### config.mk
export PLATFORM = sky130hd
export DESIGN_NAME = tuning_word_loader
export DESIGN_NICKNAME = d
export VERILOG_FILES = /design/src/rtl/tuning_word_loader.sv
export SDC_FILE = /design/constraint.sdc
export NUM_CORES = 1
export LEC_CHECK = 0
export BUFFER_PORTS_ARGS = -buffer_cell sky130_fd_sc_hd__buf_4
export CORE_MARGIN = 2
export CORE_UTILIZATION = 60
export DETAILED_ROUTE_END_ITERATION = 7
export MAX_ROUTING_LAYER = met4
export PLACE_DENSITY_LB_ADDON = 0.12
export REMOVE_ABC_BUFFERS = 1
export SLEW_MARGIN = 20
export SYNTH_ARGS = -nofsm -noshare
export SYNTH_HDL_FRONTEND = slang
export SYNTH_SLANG_ARGS = --single-unit
### constraint.sdc
create_clock -name clk -period 5.25 [get_ports clk]
set_clock_uncertainty 0.2 [all_clocks]
set_input_delay 1.05 -clock clk [delete_from_list [all_inputs] [get_ports clk]]
set_output_delay 1.05 -clock clk [all_outputs]
set_load 0.01 [all_outputs]
### src/rtl/tuning_word_loader.sv
// Framed byte parser (A5 load / 5A control) driving NCO divf/divr strobes and acc_en; LOADER_CHECKSUM_EN adds a cksum byte to load frames.
// Latency: last load byte accepted in N -> wr_divf N+1, wr_divr N+2, in_ready N+3; control byte -> acc_en two cycles later.
// Backpressure: in_ready low only during the two write cycles; a mid-frame gap of TIMEOUT idle cycles aborts the frame.
module tuning_word_loader #(
  parameter logic [7:0]  SYNC_LOAD = 8'hA5,
  parameter logic [7:0]  SYNC_CTRL = 8'h5A,
  parameter int unsigned TIMEOUT   = 1024
) (
  input  logic       clk,
  input  logic       rst_n,
  input  logic [7:0] in_data,
  input  logic       in_valid,
  output logic       in_ready,
  output logic [7:0] data,
  output logic       wr_divf,
  output logic       wr_divr,
  output logic       acc_en,
  output logic       busy,
  output logic [7:0] err_cnt
);

  typedef enum logic [2:0] {
    IDLE, GET_R, GET_F,
`ifdef LOADER_CHECKSUM_EN
    GET_CK,
`endif
    GET_CTL, WR_F, WR_R
  } state_t;

  localparam int TW = (TIMEOUT > 1) ? $clog2(TIMEOUT) : 1;

  state_t        state;
  logic [7:0]    divr_q;
  logic [7:0]    divf_q;
  logic          enable_q;
  logic [TW-1:0] to_cnt;
  logic          xfer;
  logic          in_get;
  logic          bad_hdr;
  logic          timeout_hit;
  logic          ck_fail;
  logic          load_done;
  logic          err_evt;

  assign in_ready = (state != WR_F) && (state != WR_R);
  assign busy     = (state != IDLE);
  assign xfer     = in_valid && in_ready;
  assign in_get   = (state != IDLE) && in_ready;
  assign bad_hdr  = (state == IDLE) && xfer && (in_data != SYNC_LOAD) && (in_data != SYNC_CTRL);

  generate
    if (TIMEOUT == 0) begin : g_no_to
      assign timeout_hit = 1'b0;
    end else begin : g_to
      assign timeout_hit = in_get && !xfer && (to_cnt == TW'(TIMEOUT - 1));
    end
  endgenerate

`ifdef LOADER_CHECKSUM_EN
  logic ck_ok;
  assign ck_ok     = (in_data == (SYNC_LOAD ^ divr_q ^ divf_q));
  assign ck_fail   = (state == GET_CK) && xfer && !ck_ok;
  assign load_done = (state == GET_CK) && xfer && ck_ok;
`else
  assign ck_fail   = 1'b0;
  assign load_done = (state == GET_F) && xfer;
`endif

  // All error sources are state-exclusive, so one increment per cycle at most.
  assign err_evt = bad_hdr || timeout_hit || ck_fail;

  always_ff @(posedge clk or negedge rst_n) begin
    if (!rst_n) begin
      state    <= IDLE;
      data     <= 8'h00;
      wr_divf  <= 1'b0;
      wr_divr  <= 1'b0;
      acc_en   <= 1'b0;
      enable_q <= 1'b0;
      err_cnt  <= 8'h00;
      to_cnt   <= '0;
      divr_q   <= 8'h00;
      divf_q   <= 8'h00;
    end else begin
      wr_divf <= 1'b0;
      wr_divr <= 1'b0;
      // Freeze the accumulator for exactly the cycles spent in WR_F and WR_R.
      acc_en  <= enable_q && !(load_done || state == WR_F);

      if (err_evt && err_cnt != 8'hFF)
        err_cnt <= err_cnt + 8'd1;

      if (xfer || state == IDLE)
        to_cnt <= '0;
      else if (in_get)
        to_cnt <= to_cnt + TW'(1);

      case (state)
        IDLE: begin
          if (xfer && in_data == SYNC_LOAD)      state <= GET_R;
          else if (xfer && in_data == SYNC_CTRL) state <= GET_CTL;
        end
        GET_R: begin
          if (timeout_hit) state <= IDLE;
          else if (xfer) begin
            divr_q <= in_data;
            state  <= GET_F;
          end
        end
        GET_F: begin
          if (timeout_hit) state <= IDLE;
          else if (xfer) begin
            divf_q <= in_data;
`ifdef LOADER_CHECKSUM_EN
            state  <= GET_CK;
`else
            state   <= WR_F;
            wr_divf <= 1'b1;
            data    <= in_data;
`endif
          end
        end
`ifdef LOADER_CHECKSUM_EN
        GET_CK: begin
          if (timeout_hit) state <= IDLE;
          else if (xfer) begin
            if (ck_ok) begin
              state   <= WR_F;
              wr_divf <= 1'b1;
              data    <= divf_q;
            end else begin
              state <= IDLE;
            end
          end
        end
`endif
        GET_CTL: begin
          if (timeout_hit) state <= IDLE;
          else if (xfer) begin
            enable_q <= in_data[0];
            state    <= IDLE;
          end
        end
        WR_F: begin
          wr_divr <= 1'b1;
          data    <= divr_q;
          state   <= WR_R;
        end
        WR_R:    state <= IDLE;
        default: state <= IDLE;
      endcase
    end
  end

endmodule

Word level (Yosys, flattened, before mapping)
Cells that the tools add are included.

$add $sub $neg: 2. Equality and inequality tests: 18. Multiplexer cells: 18. Bitwise logic cells: 1. Reductions and logical operators: 26.

Operator list (number): 3-bit two-way mux (8); 10-bit two-way mux (2); 8-bit two-way mux (2); 8-bit != test (second input constant) (2); 8-bit case mux with 2 select lines (1); 3-bit != test (second input constant) (5); 3-bit case mux with 5 select lines (1); 1-bit logical AND (13); 10-bit by 1-bit adder with 10-bit output (second input constant) (1); 10-bit == test (second input constant) (1); 3-bit AND reduction (3); 8-bit by 1-bit adder with 8-bit output (second input constant) (1); 8-bit by 7-bit == test with 1-bit output (second input constant) (1); 8-bit == test (second input constant) (1); 8-bit by 7-bit != test with 1-bit output (second input constant) (1); 3-bit by 2-bit == test with 1-bit output (second input constant) (2); 1-bit two-way mux (4); 2-bit != test (second input constant) (2); 4-bit AND reduction (1); 2-bit nonzero test (2); 3-bit by 1-bit == test with 1-bit output (second input constant) (1); 3-bit == test (second input constant) (1); 3-bit zero test (1); 1-bit logical OR (3); other kinds (4) (5).

Bits in registers: 41. Input bits: 11. Output and inout port bits: 21. Logic and storage cells: 74.

Logic depth before layout (Yosys ltp)
Gate-level depths: netlist of run 1.

Word-level depth: 8. Mapped depth: 6. Mapped depth without buffers: 6.

Worst setup path before layout of run 1
Ideal clock, no wire load.

Kind: input to register. Start point: input port in_valid. End point: register err_cnt[1]. Library setup time: 0.125 ns. Arrival: 2.110 ns. Required time: 4.925 ns. Slack: 2.815 ns. Stages on the path: 5. Buffers on the path: 1. Cell sequence: buf_2 -> and2b_1 -> nand4_2 -> a21boi_2 -> mux2_2.

Word-level cells in the longest chain between the ends: 6. Elaborated cells on any way between the ends: 9. Those cells by class: 9 x reduce/logical.

Ends and longest elaborated chain: from (decl) (RTL line 12) `input logic in_valid,`; 1-bit logical AND * (RTL line 47) `assign xfer = in_valid && in_ready;`; 1-bit logical AND or 1-bit zero test (tied branches) (RTL line 49, 55); 1-bit logical AND, on equally long branches (2 in a row) (RTL line 49, 55); 1-bit logical OR * (RTL line 70) `assign err_evt = bad_hdr || timeout_hit || ck_fail;`; 1-bit logical AND * (RTL line 90) `if (err_evt && err_cnt != 8'hFF)`; to (signal assigned) (RTL line 91) `err_cnt <= err_cnt + 8'd1;`; to (decl) (RTL line 19) `output logic [7:0] err_cnt`.

Mark *: on every way between the ends. The rest lies on a longest branch, timed or not. A chain may end at the register's enable or synchronous reset.

Worst setup path after layout of run 1
Start point: register state[1]. End point: output port in_ready.

Word-level cells in the longest chain between the ends: 2. Elaborated cells on any way between the ends: 3. Those cells by class: 2 x eq/ne; 1 x reduce/logical.

Ends and longest elaborated chain: from (decl) (RTL line 32) `state_t state;`; from (signal assigned) (RTL line 74) `state <= IDLE;`; from (signal assigned) (RTL line 100) `if (xfer && in_data == SYNC_LOAD) state <= GET_R;`; from (signal assigned) (RTL line 101) `else if (xfer && in_data == SYNC_CTRL) state <= GET_CTL;`; 3-bit != test (RTL line 45) `assign in_ready = (state != WR_F) && (state != WR_R);`; 1-bit logical AND * (RTL line 45); to (decl) (RTL line 13) `output logic in_ready,`.

Marks and branches as above.

==> impl_metrics.tcl, run 1 <==
set metrics [dict create \
    status "finished clean" \
    maxCapViolations 0 \
    cts.htree.levels 2 \
    dpl.hpwl_um 2600 \
    rows 20 \
    wirelength_um 3670 \
    cp.required_ns 4.00 \
    cts-root-buf "clkbuf_4" \
    cts_resized 0 \
    clkLatencyLatePin_ns 0.35 \
    final_area_sq_um 2300 \
    crit_type "flip-flop to output port" \
    ir_drop_mv 0.266 \
    hold_violations 0 \
    die_w_um 61.4 \
    wl_per_cell_um 14.2 \
    antennaDiodeCount 0 \
    pin_count 32 \
    grt_max_degree 42 \
    vias_per_cell 5.67 \
    fp.dieH_um 61.4 \
    cts_buffers 5 \
    cp_slowest_stage_delay_ns 0.46 \
    postCtsSetupRepairBufs 0 \
    drive_above_1_share_pct 27.6 \
    drc 0 \
    ys_types 43 \
    synthArstFlopShare_pct 100 \
    ys_seq_area_share_pct 52.0 \
    final_max_slew_viol_count 0 \
    tns_ns 0 \
    cp-start-kind "flip-flop" \
    ctsHoldBuffers 0 \
    first_pass_iters 4 \
    crit_chain "nor2b_1 > inv_1 > buf_4" \
    finalPower_mw 1.03 \
    max_freq_ghz 0.353 \
    finalSetupViolations 0 \
    setup_slack_ns 2.41 \
    cts_tree "yes" \
    io_buffers 31 \
    crit_slowest_cell "dfrtp_1" \
    path_delay_family "flip-flops" \
    synth_warnings 0 \
    min_period_ns 2.84 \
    ant_nets 0 \
    path_max_fanout 7 \
    worstHoldPathType "flip-flop to flip-flop" \
    rsz0062_at_grt "no" \
    clock_sinks 41 \
    initial_core_util_pct 63.6 \
    grt_pass1_wl_um 6360 \
    cp_num_buf_inv 2 \
    dieArea_sq_um 3770 \
    syn-cell-area_sq_um 1970 \
    ys_seq_elements 41 \
    final_nets 227 \
    relSlewSlack_pct 63.6 \
    dpl_cell_area_sq_um 2240 \
    crit_arrival_ns 1.59 \
    overflow 0 \
    coreArea_sq_um 3100 \
    grt_pass1_vias 1437 \
    ys.flop_type "dfrtp_1" \
    end_kind "output port" \
    tightestPinTransition_ns 0.546 \
    syn-instance-count 181 \
    vias 1464 \
    drt_iter0_drc 114 \
    track_usage_pct 23.6 \
    total_leakage_power_nw 1.05 \
    cts.reportedPaths.clkPinSlew_ns 0.11 \
    period_share_pct 54.0 \
    antenna_found_initial 0 \
    area_delta_synth_final_pct 16.3 \
    preCtsSetupSlack_ns 2.60 \
    synth_area_per_cell_sq_um 10.9 \
    synth-edff-count 0 \
    cts.path.max_buffers 2 \
    routabilityCongestion 0.822 \
    powerDensity_nw_per_um2 447 \
]
-- worst paths after layout --
kind                                             from                      to  slack [ns]  depth (start not counted)
worst min register to register  divr_q[6]$_DFFE_PN0P_     data[6]$_DFFE_PN0P_        0.29                          2
worst min-delay path            divr_q[6]$_DFFE_PN0P_     data[6]$_DFFE_PN0P_        0.29                          2
max in group asynchronous                       rst_n    enable_q$_DFFE_PN0P_        4.03                          1
min in group asynchronous                       rst_n   to_cnt[3]$_DFFE_PN0P_        0.46                          1
worst max-delay path             state[1]$_DFFE_PN0P_                in_ready        2.41                          3
worst max register to register  to_cnt[0]$_DFFE_PN0P_  err_cnt[1]$_DFFE_PN0P_        3.10                          6
-- logic make-up (layout without fill, tap and decap cells) --
family	Yosys count	in the layout	synth area share [%]
xor gates and xnor gates	5	5	2.22
DFF	41	41	52.0
buffers and inverters	9	42	2.03
adders and majority gates	2	2	1.27
AOI/OAI and AO/OA	38	38	12.5
and+or+nand+nor	65	65	18.6
muxes	21	21	11.5
-- final cells by class --
cell class              count  area, sq um
flip-flops and latches     41         1030
repair buffers             32          240
well taps                  44         55.1
inverters                   3         11.3
clock buffers               7         55.1
fillers                   237          807
multi-input cells         131          908
-- report_power, final --
group          internal, mW  leakage, nW  switching [mW]
sequential            0.417        0.531          0.0776
combinational         0.194        0.489           0.178
clock                0.0633       0.0314          0.0947
total                 0.675         1.05           0.351
-- synthesized netlist by cell type, drive strengths merged (2+ instances only) --
master / count / area share, %
mux2: 13 / 7.4
xor2: 5 / 2.2
nor3: 3 / 1.3
o21ai: 18 / 4.6
inv: 3 / 0.57
clkbuf: 3 / 0.57
nand4: 5 / 2.7
o31ai: 2 / 0.76
nor4b: 2 / 0.89
buf: 3 / 0.89
a211oi: 2 / 0.76
a21o: 2 / 0.76
a21boi: 4 / 1.7
and3: 4 / 1.3
mux2i: 8 / 4.1
nor2b: 3 / 0.95
ha: 2 / 1.3
o41ai: 2 / 0.89
a21oi: 5 / 1.8
nor2: 3 / 0.57
nand3: 7 / 2.0
dfrtp: 41 / 52
nand2: 28 / 5.3
nand2b: 3 / 1.1
-- worst reg2reg max path, delay by kind of cell, from the launching register on --
| kind | cells | cell delay [ns] |
|---|---|---|
| DFF | 1 | 0.42 |
| AOI/OAI and AO/OA | 1 | 0.21 |
| adders and majority gates | 1 | 0.22 |
| and+or+nand+nor | 3 | 0.64 |
| muxes | 1 | 0.35 |
-- stage by stage --
| stage | std cells | util (%) | hold WS [ns] |
|---|---|---|---|
| finish | 258 | 74.0 | 0.294 |
| global route | 258 | 74.0 | 0.334 |
| CTS | 258 | 74.0 | 0.297 |
| detailed placement | 251 | 72.2 | 0.263 |
| global placement | 251 | 72.2 | 0.253 |
| floorplan | 175 | - | 0.246 |
-- metal layers --
metal  global-route usage [%]  wire length, um  up-vias
met5                        -                0        -
met4                     7.60               35        0
met3                     6.30              189        6
met2                     37.4             1790       42
met1                     29.8             1650      708
li1                         -                -      708
-- cell usage in the layout (no fill, tap or decap), types with 2 or more instances in the layout --
cell | Yosys | final
nor2b_1 | 3 | 3
buf_4 | 1 | 32
o21ai_0 | 18 | 18
nor3_1 | 2 | 2
nand2_1 | 28 | 28
mux2_2 | 13 | 13
mux2i_1 | 8 | 8
nand3_1 | 6 | 6
ha_1 | 2 | 2
xor2_1 | 5 | 5
a21o_1 | 2 | 2
nor2_1 | 3 | 3
nor4b_1 | 2 | 2
and3_1 | 4 | 4
a21boi_1 | 2 | 2
a211oi_1 | 2 | 2
nand4_1 | 3 | 3
clkbuf_4 | 0 | 5
o41ai_1 | 2 | 2
o31ai_1 | 2 | 2
a21oi_1 | 4 | 4
dfrtp_1 | 41 | 41
inv_1 | 3 | 3
nand2b_1 | 2 | 2
-- sequential cells by signal, indices dropped and copies added (netlist names) --
signal / flops
err_cnt: 8
wr_divr: 1
acc_en: 1
divr_q: 8
data: 8
enable_q: 1
state: 3
wr_divf: 1
to_cnt: 10
(Power assumes the default switching activity.)
==> inputs of run 2 (changes only) <==
--- a/config.mk
+++ b/config.mk
@@ -7,7 +7,7 @@
 export LEC_CHECK = 0
 export BUFFER_PORTS_ARGS = -buffer_cell sky130_fd_sc_hd__buf_4
 export CORE_MARGIN = 2
-export CORE_UTILIZATION = 60
+export CORE_UTILIZATION = 50
 export DETAILED_ROUTE_END_ITERATION = 7
 export MAX_ROUTING_LAYER = met4
 export PLACE_DENSITY_LB_ADDON = 0.12
==> constraint.sdc (replaced) <==
create_clock -name clk -period 2.39 [get_ports clk]
set_clock_uncertainty 0.2 [all_clocks]
set_input_delay 0.478 -clock clk [delete_from_list [all_inputs] [get_ports clk]]
set_output_delay 0.478 -clock clk [all_outputs]
set_load 0.01 [all_outputs]
==> run 2 against run 1 <==
Compared with the run above: worst setup slack worse by 2.2 ns; combinational power up 120%; via count up 2.3%; sequential power up 120%; critical path type is now flip-flop to flip-flop; register-to-register slack worse by 2.9 ns; critical endpoint is now err_cnt[1]$_DFFE_PN0P_.
==> impl_metrics.tcl, run 2 (synthesized netlist as in run 1, its figures left out) <==
set metrics [dict create \
    nFillCells 317 \
    cp_num_buf_inv 0 \
    regArea_sq_um 1030 \
    vias_per_cell 5.65 \
    crit_type "flip-flop to flip-flop" \
    cp.required_ns 2.37 \
    regMostFlops "to_cnt" \
    grt_pass1_vias 1454 \
    rr_startpoint "to_cnt[0]$_DFFE_PN0P_" \
    max_freq_ghz 0.460 \
    whs_path_depth 2 \
    switching_share_pct 34.1 \
    grt-busiest-layer "met2" \
    cts.htree.levels 2 \
    finalSetupViolations 0 \
    wl_per_cell_um 14.6 \
    p_int_mw 1.55 \
    min_period_ns 2.18 \
    final_common_cell "dfrtp_1" \
    grt.met2_usage_pct 35.0 \
    worstHoldPathType "primary input to flip-flop" \
    power_frac_comb_pct 35.6 \
    clkPwrFrac_pct 18.4 \
    grt_pass1_wl_um 6910 \
    setup_slack_ns 0.214 \
    crit_arrival_ns 2.16 \
    multiInputGateArea_sq_um 908 \
    clkLatencyLatePin_ns 0.29 \
    drc 0 \
    min-delay-start "in_data[3]" \
    path_max_fanout 9 \
    powerDensity_nw_per_um2 1010 \
    seqPwrFrac_pct 46.0 \
    cts.path.max_buffers 2 \
    dpl.hpwl_um 2790 \
    rsz0062_at_grt "no" \
    cts_buffers 5 \
    cts.reportedPaths.clkPinSlew_ns 0.08 \
    postCtsSetupRepairBufs 0 \
    dpl_cell_area_sq_um 2250 \
    crit_chain "ha_1 > nand3_2 > nor3_4 > nand4_4 > a21boi_2 > mux2_2" \
    path_delay_family "simple AND/OR/NAND/NOR gates" \
    antenna_found_initial 0 \
    drt_iter0_drc 88 \
    tightestPinTransition_ns 0.582 \
    hold_end "divr_q[3]$_DFFE_PN0P_" \
    maxCapViolations 0 \
    die_w_um 66.8 \
    cp_slowest_stage_delay_ns 0.41 \
    total_leakage_power_nw 1.07 \
    ant_nets 0 \
    ir_drop_mv 0.526 \
    cts-root-buf "clkbuf_8" \
    crit_slowest_cell "dfrtp_1" \
    first_pass_iters 4 \
    area_delta_synth_final_pct 18.8 \
    rrSetupSlack_ns 0.21 \
    worstSetupStartpoint "to_cnt[0]$_DFFE_PN0P_" \
    final_max_slew_viol_count 0 \
    finalPower_mw 2.36 \
    antennaDiodeCount 0 \
    final_area_sq_um 2350 \
    cts_resized 0 \
    grt_max_degree 42 \
    relSlewSlack_pct 61.2 \
    period_share_pct 91.0 \
    track_usage_pct 21.5 \
    fp.dieH_um 66.8 \
    use_met3_pct 5.07 \
    status "finished clean" \
    preCtsSetupSlack_ns 0.216 \
    vias 1497 \
    dieArea_sq_um 4470 \
    rows 22 \
    cts_tree "yes" \
    use_met1_pct 26.3 \
    coreArea_sq_um 3720 \
    drive_above_1_share_pct 28.1 \
    reg2regPathDepth 6 \
    mostFrequentLayoutCells "dfrtp_1, buf_4, nand2_1, o21ai_0, mux2_2" \
    tns_ns 0 \
    io_buffers 31 \
    final_nets 229 \
    clock_sinks 41 \
    overflow 0 \
    wirelength_um 3870 \
    routabilityCongestion 0.832 \
    hold_violations 0 \
    cp-start-kind "flip-flop" \
    end_kind "flip-flop" \
    r2r-end "err_cnt[1]$_DFFE_PN0P_" \
    initial_core_util_pct 53.1 \
    largest_reg_flops 10 \
    pin_count 32 \
    switchingPower_mw 0.804 \
]
## run 2: worst max path at each step
stage	to	cells after the start
floorplan	data[0]$_DFFE_PN0P_	4
global placement	err_cnt[1]$_DFFE_PN0P_	6
detailed placement	err_cnt[1]$_DFFE_PN0P_	6
CTS	err_cnt[1]$_DFFE_PN0P_	6
global route	err_cnt[1]$_DFFE_PN0P_	6
finish	err_cnt[1]$_DFFE_PN0P_	6
## run 2: area by class of cell
type,instances,area share (%)
multi-input cells,131,38.7
repair buffers,34,11.0
flip-flops and latches,41,43.7
well taps,48,2.56
clock inverters,2,0.427
clock buffers,6,3.09
inverters,3,0.480
## run 2: what timing repair did
action                     in CTS  in global routing
hold buffers                    1                  0
setup endpoints to repair       0                  0
hold endpoints to repair       41                  0
## run 2: stage by stage
stage,instances,util [%],hold slack [ns]
floorplan,175,-,-0.0176
global placement,256,60.6,0.261
detailed placement,256,60.6,0.271
CTS,265,63.1,0.239
global route,265,63.1,0.240
finish,265,63.1,0.245
## run 2: metal layers
layer / vias to the layer above / wire length (um)
li1: 713 / -
met1: 737 / 1680
met2: 42 / 1960
met3: 5 / 171
met4: 0 / 61
met5: - / 0
## run 2: power groups by stage
| stage | combinational [mW] | clock (mW) | sequential [mW] |
|---|---|---|---|
| floorplan | 0.434 | 0 | 1.12 |
| global placement | 0.814 | 0 | 1.08 |
| detailed placement | 0.847 | 0 | 1.09 |
| CTS | 0.851 | 0.448 | 1.08 |
| global route | 0.928 | 0.481 | 1.12 |
| finish | 0.839 | 0.433 | 1.09 |
